<file path="src/rtl/rgb_luma_pipe.sv">
`default_nettype none
// +--------------------------------------------------------------------------+
// | Module      : rgb_luma_pipe                                              |
// | Description : Streaming RGB -> single-channel converter. A three-stage   |
// |               non-stalling pipeline (operands, weighted sum / max,       |
// |               round+clamp) feeds an output FIFO that absorbs downstream  |
// |               backpressure. The conversion mode is latched per frame.    |
// | Ports       : axi_clk, axi_reset    clock, sync active-high reset        |
// |               i_mode                conversion mode (latched at pixel 0) |
// |               i_rgb_data_valid/i_rgb_data/o_rgb_data_ready  input stream |
// |               o_grey_data_valid/o_grey_data/o_grey_last/i_grey_ready     |
// |                                     output stream                        |
// |               o_frame_done          pulse after a frame's last beat      |
// | Revision    : 1.0  initial release                                       |
// +--------------------------------------------------------------------------+
module rgb_luma_pipe #(
  parameter int CH_W         = 8,
  parameter int FRAME_PIXELS = 262144,
  parameter int FIFO_DEPTH   = 4
) (
  input  logic              axi_clk,
  input  logic              axi_reset,
  input  logic [1:0]        i_mode,
  input  logic              i_rgb_data_valid,
  input  logic [3*CH_W-1:0] i_rgb_data,
  output logic              o_rgb_data_ready,
  output logic              o_grey_data_valid,
  output logic [CH_W-1:0]   o_grey_data,
  output logic              o_grey_last,
  input  logic              i_grey_ready,
  output logic              o_frame_done
);

  localparam int SUM_W = CH_W + 10;
  localparam int PIX_W = (FRAME_PIXELS > 1) ? $clog2(FRAME_PIXELS) : 1;
  localparam int PTR_W = $clog2(FIFO_DEPTH);
  localparam int OCC_W = PTR_W + 1;
  localparam int LVL_W = PTR_W + 2;

  localparam logic [PIX_W-1:0] LAST_PIX    = PIX_W'(FRAME_PIXELS - 1);
  localparam logic [LVL_W-1:0] READY_LIMIT = LVL_W'(FIFO_DEPTH - 4);
  localparam logic [CH_W-1:0]  SAT         = '1;

  // ---------------------------------------------------------------- input
  logic             ready_q, ready_d;
  logic             accept;
  logic [PIX_W-1:0] pix_cnt_q;
  logic [1:0]       mode_q;
  logic [1:0]       pix_mode;

  assign accept   = i_rgb_data_valid & ready_q;
  // Pixel 0 uses the live mode; it is the value being latched for the frame.
  assign pix_mode = (pix_cnt_q == '0) ? i_mode : mode_q;

  always_ff @(posedge axi_clk) begin
    if (axi_reset) begin
      pix_cnt_q <= '0;
      mode_q    <= 2'd0;
    end else if (accept) begin
      if (pix_cnt_q == '0) mode_q <= i_mode;
      pix_cnt_q <= (pix_cnt_q == LAST_PIX) ? '0 : pix_cnt_q + PIX_W'(1);
    end
  end

  // -------------------------------------------------------------- stage 1
  logic            s1_vld_q, s1_last_q;
  logic [1:0]      s1_mode_q;
  logic [CH_W-1:0] s1_r_q, s1_g_q, s1_b_q;

  always_ff @(posedge axi_clk) begin
    if (axi_reset) begin
      s1_vld_q  <= 1'b0;
      s1_last_q <= 1'b0;
      s1_mode_q <= 2'd0;
      s1_r_q    <= '0;
      s1_g_q    <= '0;
      s1_b_q    <= '0;
    end else begin
      s1_vld_q  <= accept;
      s1_last_q <= (pix_cnt_q == LAST_PIX);
      s1_mode_q <= pix_mode;
      s1_r_q    <= i_rgb_data[CH_W-1:0];
      s1_g_q    <= i_rgb_data[2*CH_W-1:CH_W];
      s1_b_q    <= i_rgb_data[3*CH_W-1:2*CH_W];
    end
  end

  // -------------------------------------------------------------- stage 2
  // Mode 0 is scaled by 64 so all weighted modes share one /256 rounding
  // path: (64R+128G+64B+128)>>8 == (R+2G+B+2)>>2 exactly.
  logic [SUM_W-1:0] coef_r, coef_g, coef_b;
  logic [CH_W-1:0]  max_rg, max_rgb;
  logic [SUM_W-1:0] s2_val_d, s2_val_q;
  logic             s2_vld_q, s2_last_q, s2_max_q;

  always_comb begin
    coef_r = SUM_W'(0);
    coef_g = SUM_W'(0);
    coef_b = SUM_W'(0);
    case (s1_mode_q)
      2'd0: begin coef_r = SUM_W'(64); coef_g = SUM_W'(128); coef_b = SUM_W'(64); end
      2'd1: begin coef_r = SUM_W'(77); coef_g = SUM_W'(150); coef_b = SUM_W'(29); end
      2'd2: begin coef_r = SUM_W'(54); coef_g = SUM_W'(183); coef_b = SUM_W'(19); end
      default: ;
    endcase
    max_rg  = (s1_r_q > s1_g_q) ? s1_r_q : s1_g_q;
    max_rgb = (max_rg > s1_b_q) ? max_rg : s1_b_q;
    if (s1_mode_q == 2'd3) begin
      s2_val_d = SUM_W'(max_rgb);
    end else begin
      s2_val_d = coef_r * SUM_W'(s1_r_q) + coef_g * SUM_W'(s1_g_q)
               + coef_b * SUM_W'(s1_b_q) + SUM_W'(128);
    end
  end

  always_ff @(posedge axi_clk) begin
    if (axi_reset) begin
      s2_vld_q  <= 1'b0;
      s2_last_q <= 1'b0;
      s2_max_q  <= 1'b0;
      s2_val_q  <= '0;
    end else begin
      s2_vld_q  <= s1_vld_q;
      s2_last_q <= s1_last_q;
      s2_max_q  <= (s1_mode_q == 2'd3);
      s2_val_q  <= s2_val_d;
    end
  end

  // ---------------------------------------------- stage 3: round / clamp
  logic [SUM_W-1:0] shifted;
  logic [CH_W-1:0]  result;
  logic [CH_W:0]    wdata;

  always_comb begin
    shifted = s2_val_q >> 8;
    if (s2_max_q)                     result = s2_val_q[CH_W-1:0];
    else if (shifted > SUM_W'(SAT))   result = SAT;
    else                              result = shifted[CH_W-1:0];
  end

  assign wdata = {s2_last_q, result};

  // ------------------------------------------------------------ out FIFO
  // head_q mirrors mem_q[rd_ptr_q] while non-empty and keeps its last value
  // when the FIFO drains, so the output data is always a plain register.
  logic [CH_W:0]      mem_q [FIFO_DEPTH];
  logic [PTR_W-1:0]   wr_ptr_q, rd_ptr_q, rd_next;
  logic [OCC_W-1:0]   occ_q, occ_d;
  logic [CH_W:0]      head_q, head_d;
  logic               push, pop;
  logic               frame_done_q;
  logic [LVL_W-1:0]   lvl_d;

  assign push = s2_vld_q;
  assign pop  = o_grey_data_valid & i_grey_ready;

  always_comb begin
    occ_d   = occ_q + OCC_W'(push) - OCC_W'(pop);
    rd_next = rd_ptr_q + PTR_W'(pop);
    head_d  = head_q;
    if (occ_d != '0) begin
      if ((occ_q - OCC_W'(pop)) == '0) head_d = wdata;
      else                             head_d = mem_q[rd_next];
    end
    // Level after this edge: FIFO entries plus both pipeline valids.
    lvl_d   = LVL_W'(occ_d) + LVL_W'(accept) + LVL_W'(s1_vld_q);
    ready_d = (lvl_d <= READY_LIMIT);
  end

  always_ff @(posedge axi_clk) begin
    if (push) mem_q[wr_ptr_q] <= wdata;
  end

  always_ff @(posedge axi_clk) begin
    if (axi_reset) begin
      wr_ptr_q     <= '0;
      rd_ptr_q     <= '0;
      occ_q        <= '0;
      head_q       <= '0;
      ready_q      <= 1'b0;
      frame_done_q <= 1'b0;
    end else begin
      if (push) wr_ptr_q <= wr_ptr_q + PTR_W'(1);
      rd_ptr_q     <= rd_next;
      occ_q        <= occ_d;
      head_q       <= head_d;
      ready_q      <= ready_d;
      frame_done_q <= pop & head_q[CH_W];
    end
  end

  assign o_rgb_data_ready  = ready_q;
  assign o_grey_data_valid = (occ_q != '0);
  assign o_grey_data       = head_q[CH_W-1:0];
  assign o_grey_last       = head_q[CH_W];
  assign o_frame_done      = frame_done_q;

endmodule
`default_nettype wire

</file>
<file path="config.mk">
export PLATFORM = sky130hd
export DESIGN_NAME = rgb_luma_pipe
export DESIGN_NICKNAME = d
export VERILOG_FILES = /design/src/rtl/rgb_luma_pipe.sv
export SDC_FILE = /design/constraint.sdc
export NUM_CORES = 1
export LEC_CHECK = 0
export CORE_MARGIN = 3
export CORE_UTILIZATION = 50
export CTS_CLUSTER_DIAMETER = 60
export CTS_CLUSTER_SIZE = 16
export DETAILED_ROUTE_END_ITERATION = 8
export PLACE_DENSITY = 0.76
export SLEW_MARGIN = 20
export SYNTH_ARGS = -nofsm -noshare
export SYNTH_HDL_FRONTEND = slang
export SYNTH_SLANG_ARGS = --single-unit
</file>
<file path="constraint.sdc">
create_clock -name axi_clk -period 6.24 [get_ports axi_clk]
set_clock_uncertainty 0.1 [all_clocks]
set_input_delay 1.56 -clock axi_clk [delete_from_list [all_inputs] [get_ports axi_clk]]
set_output_delay 1.56 -clock axi_clk [all_outputs]
set_load 0.01 [all_outputs]
</file>
==> results.rst <==
.. list-table::
   :header-rows: 1

   * - Metric
     - Value
   * - Top fanout value on the critical path
     - 4
   * - Predominant post-synthesis flop cell
     - sky130_fd_sc_hd__dfxtp_1
   * - Fraction of power spent switching nets
     - 0.407
   * - Buffer cell driving the clock tree root
     - sky130_fd_sc_hd__clkbuf_16
   * - Leakage
     - 6.31 nW
   * - Placed cell count
     - 1,436
   * - Overall die height
     - 153 µm
   * - Cell class contributing the biggest share of worst-path delay
     - adder cells
   * - Type of the setup path with the least slack
     - register to register
   * - Vias per cell
     - 5.24
   * - Post-cts hold buffer count
     - 0
   * - Drt pass-1 iters
     - 5
   * - Most common cell after layout, fill and taps aside
     - sky130_fd_sc_hd__inv_1
   * - DR WL/cell
     - 17.3 µm
   * - Yosys synthesis warning count
     - 0
   * - Area after DPL
     - 12,000 µm²
   * - Cell area power density
     - 357 nW/µm²
   * - HPWL after DPL
     - 19.9 mm
   * - Number of max-slew violations in the final report
     - 0
   * - Buffering stage count on the worst path with inverters included
     - 5
   * - Sort of element at the start of the critical path
     - register
   * - Per-instance average area after synthesis
     - 10.0 µm²
   * - Outcome
     - complete, but fails checks
   * - Crit path largest cell delay
     - 0.56 ns
   * - Maximum number of pins on one net before global-route repair
     - 46
   * - # clock sinks
     - 123
   * - Final-layout worst hold slack
     - 0.340 ns
   * - Antenna diode count
     - 0
   * - Maximum Capacitance Violations
     - 0
   * - Internal power summed over all cells
     - 2.73 mW
   * - Fraction of the core area covered by cells at the end of the flow
     - 0.614
   * - Number of buffers on the longest clock path
     - 2
   * - Layout net count
     - 1,482
   * - Endpoint required time on the critical path
     - 6.44 ns
   * - Area used by multi-input combinational logic
     - 7240 µm²
   * - Post-Syn Instances
     - 1,075
   * - Final cell count without fillers
     - 1,476
   * - Minimum setup slack in the final design
     - -0.0221 ns
   * - Arrival time of data at the critical path endpoint
     - 6.46 ns
   * - Number of input and output port buffers inserted
     - 41
   * - Leftover overflow at the end of global routing
     - 0
   * - Type of the worst min-delay path
     - register to register
   * - Shortest period the worst path allows
     - 6.26 ns
   * - Total GRT Usage
     - 0.225
   * - Number of hold violations in the final report
     - 0
   * - Initial Util
     - 0.511
   * - Cell with the most instances on the worst path
     - sky130_fd_sc_hd__fa_1
   * - Area of the die
     - 23,300 µm²
   * - Syn Nets
     - 1,369
   * - Fraction of the mapped netlist area in adder cells
     - 0.394
   * - Share of cell area taken by muxes after synthesis
     - 0.0390
   * - Fraction of the yosys area taken by sequential cells
     - 0.262
   * - Series of cell instances along the critical path
     - buf_4, ha_4, nor2_4, nor2_4, and2_4, fa_1, fa_1, inv_2, fa_2, inv_2, fa_1, fa_1, fa_1, inv_1, fa_1, inv_1, ha_2, a2111o_1, o22a_2, a311oi_2, xor2_1, nor2_1
   * - First-iteration detailed-routing DRC count
     - 556
   * - Number of antenna violations at the first check in global routing
     - 0
   * - Fraction of the mapped netlist area in compound gates
     - 0.0545
   * - Most frequent cells in the layout
     - 236 x sky130_fd_sc_hd__inv_1, 127 x sky130_fd_sc_hd__ha_1, 114 x sky130_fd_sc_hd__fa_1
   * - Fin crit share
     - 1.00
   * - Final-layout fill cell count
     - 1,675
   * - Post-synthesis share of cell area spent on and, or, nand and nor gates
     - 0.133
   * - Floorplan Core Area
     - 21,100 µm²
   * - Largest voltage drop on the vdd net
     - 0.310 mV
   * - Drc violations
     - 0
   * - Failing checks
     - negative setup slack
   * - Post-synthesis xor/xnor area fraction
     - 0.0228
   * - Number of enable flip-flop cells after synthesis
     - 36
   * - Final instance area
     - 12,900 µm²
   * - Setup-failing EPs final
     - 3
   * - Rows
     - 53
   * - Relative contribution of sequential cells to total power
     - 0.214
   * - Seq. cell area
     - 2830 µm²
   * - First-pass GRT wire length
     - 41.5 mm
   * - Worst slew pin tran
     - 1.09 ns
   * - Die X-Extent
     - 153 µm
   * - TritonCTS buffer count
     - 17
   * - Layout Area Growth over Synthesis
     - 20.1%
   * - Number of different library cells in the post-synthesis netlist
     - 51
   * - Synthesized area
     - 10,800 µm²
   * - Max Freq
     - 160 MHz
   * - Type of destination of the critical path
     - register
   * - Via Count
     - 7,731
   * - Async set-reset flop share out of synthesis
     - 0
   * - Fraction of power consumed by the clock network
     - 0.201
   * - Logic gate share of total power
     - 0.585
   * - Detailed Route WL
     - 25.5 mm
   * - Switching power
     - 1.88 mW
   * - Clock-pin slew on the worst setup and hold paths
     - 0.06 ns
   * - Number of antenna-violating nets in the routed design
     - 0
   * - Critical-path cell with the highest stage delay
     - sky130_fd_sc_hd__fa_2
   * - Max-slew headroom
     - 0.268
   * - Main combinational cell family by area after synthesis
     - adder cells
   * - Clock latency on the worst-skew pair
     - 0.42 ns
   * - Total of flip-flops plus latches after synthesis
     - 123
   * - I/O pin total
     - 42
   * - Number of global-route vias before repair
     - 8,281
   * - Setup TNS
     - -0.0631 ns
   * - CTS tree
     - done
   * - Gpl congestion
     - 0.971
   * - Layout cell share with drive strength beyond 1
     - 0.166
   * - RSZ-0062 raised after global routing
     - true
   * - # H-tree levels
     - 4
==> cell usage after synthesis (10+ instances only) <==
library cell                 n  area [µm²]
sky130_fd_sc_hd__a211oi_1   17         128
sky130_fd_sc_hd__a21oi_1    25         125
sky130_fd_sc_hd__and2_1     66         413
sky130_fd_sc_hd__clkbuf_1   19        71.3
sky130_fd_sc_hd__dfxtp_1    87        1740
sky130_fd_sc_hd__edfxtp_1   36        1080
sky130_fd_sc_hd__fa_1      125        2500
sky130_fd_sc_hd__ha_1      139        1740
sky130_fd_sc_hd__inv_1     242         908
sky130_fd_sc_hd__mux2i_1    15         150
sky130_fd_sc_hd__nand2_1    40         150
sky130_fd_sc_hd__nor2_1     70         263
sky130_fd_sc_hd__nor2b_1    34         213
sky130_fd_sc_hd__nor3_1     17        85.1
sky130_fd_sc_hd__o21ai_0    14        70.1
sky130_fd_sc_hd__xnor2_1    10        87.6
sky130_fd_sc_hd__xor2_1     18         158
==> area by class of cell <==
cell class                 instances  area share
sequential                       123       0.219
tap                              275      0.0266
clock buffer                      17      0.0329
clock inverter                    15     0.00957
timing repair buffer             121      0.0825
multi-input combinational        683       0.559
inverter                         242      0.0706
==> path summary, 6_finish.rpt <==
path,startpoint,cells after the start,endpoint,slack [ns]
max,s1_mode_q[0],22,s2_val_q[15],-0.02
min,s1_last_q,1,s2_last_q,0.34
max reg2reg,s1_mode_q[0],22,s2_val_q[15],-0.02
min reg2reg,s1_last_q,1,s2_last_q,0.34
==> power by group through the flow <==
stage               combinational (mW)  clock (mW)  sequential (mW)
global placement                  2.30           0            0.999
finish                            2.70       0.928            0.989
global route                      3.01       0.975            0.997
floorplan                         1.67           0            0.997
detailed placement                2.37           0             1.00
CTS                               2.52       0.943            0.987
==> kinds of logic after synthesis <==
| group | count (synthesis) |
|---|---|
| xor gates and xnor gates | 28 |
| DFF | 123 |
| AOI/OAI and AO/OA | 88 |
| and+or+nand+nor | 273 |
| muxes | 30 |
| buffers and inverters | 269 |
| adders and majority gates | 264 |
==> layer usage <==
layer,global-route usage,wire length (µm),vias to the layer above
li1,-,-,3653
met1,0.289,10800,3786
met2,0.382,12500,223
met3,0.0400,1330,69
met4,0.0815,859,0
met5,0,0,-
==> worst reg2reg max path: cells and delay by family, from the launching register on <==
kind / cells / cell delay (ns)
compound gates: 3 / 0.94
flops: 1 / 0.34
xor+xnor: 1 / 0.16
buf+inv: 5 / 0.33
fa+ha+maj: 9 / 3.84
simple gates: 4 / 0.42
==> sequential cells by signal, summed over array words and instances, names as in the netlist, 2 cells and up <==
| signal | flops |
|---|---|
| mem_q | 36 |
| pix_cnt_q | 18 |
| s2_val_q | 18 |
| head_q | 9 |
| s1_b_q | 8 |
| s1_g_q | 8 |
| s1_r_q | 8 |
| occ_q | 3 |
| mode_q | 2 |
| rd_ptr_q | 2 |
| s1_mode_q | 2 |
| wr_ptr_q | 2 |
==> through the flow <==
stage	setup WS [ns]	power, mW
2_1_floorplan	0.00439	2.67
3_3_place_gp	-0.175	3.30
3_5_place_dp	-0.269	3.37
4_1_cts	0.00695	4.45
5_1_grt	-0.203	4.98
6_report	-0.0221	4.61
==> timing repair <==
action | in CTS | in global routing
endpoints found under the setup margin | 11 | 12
pin swaps | 25 | 64
buffers inserted | 5 | 3
gates cloned | 0 | 0
hold endpoints to repair | 0 | 0
gates resized for setup | 34 | 44
Power figures use the tool's default switching activity.
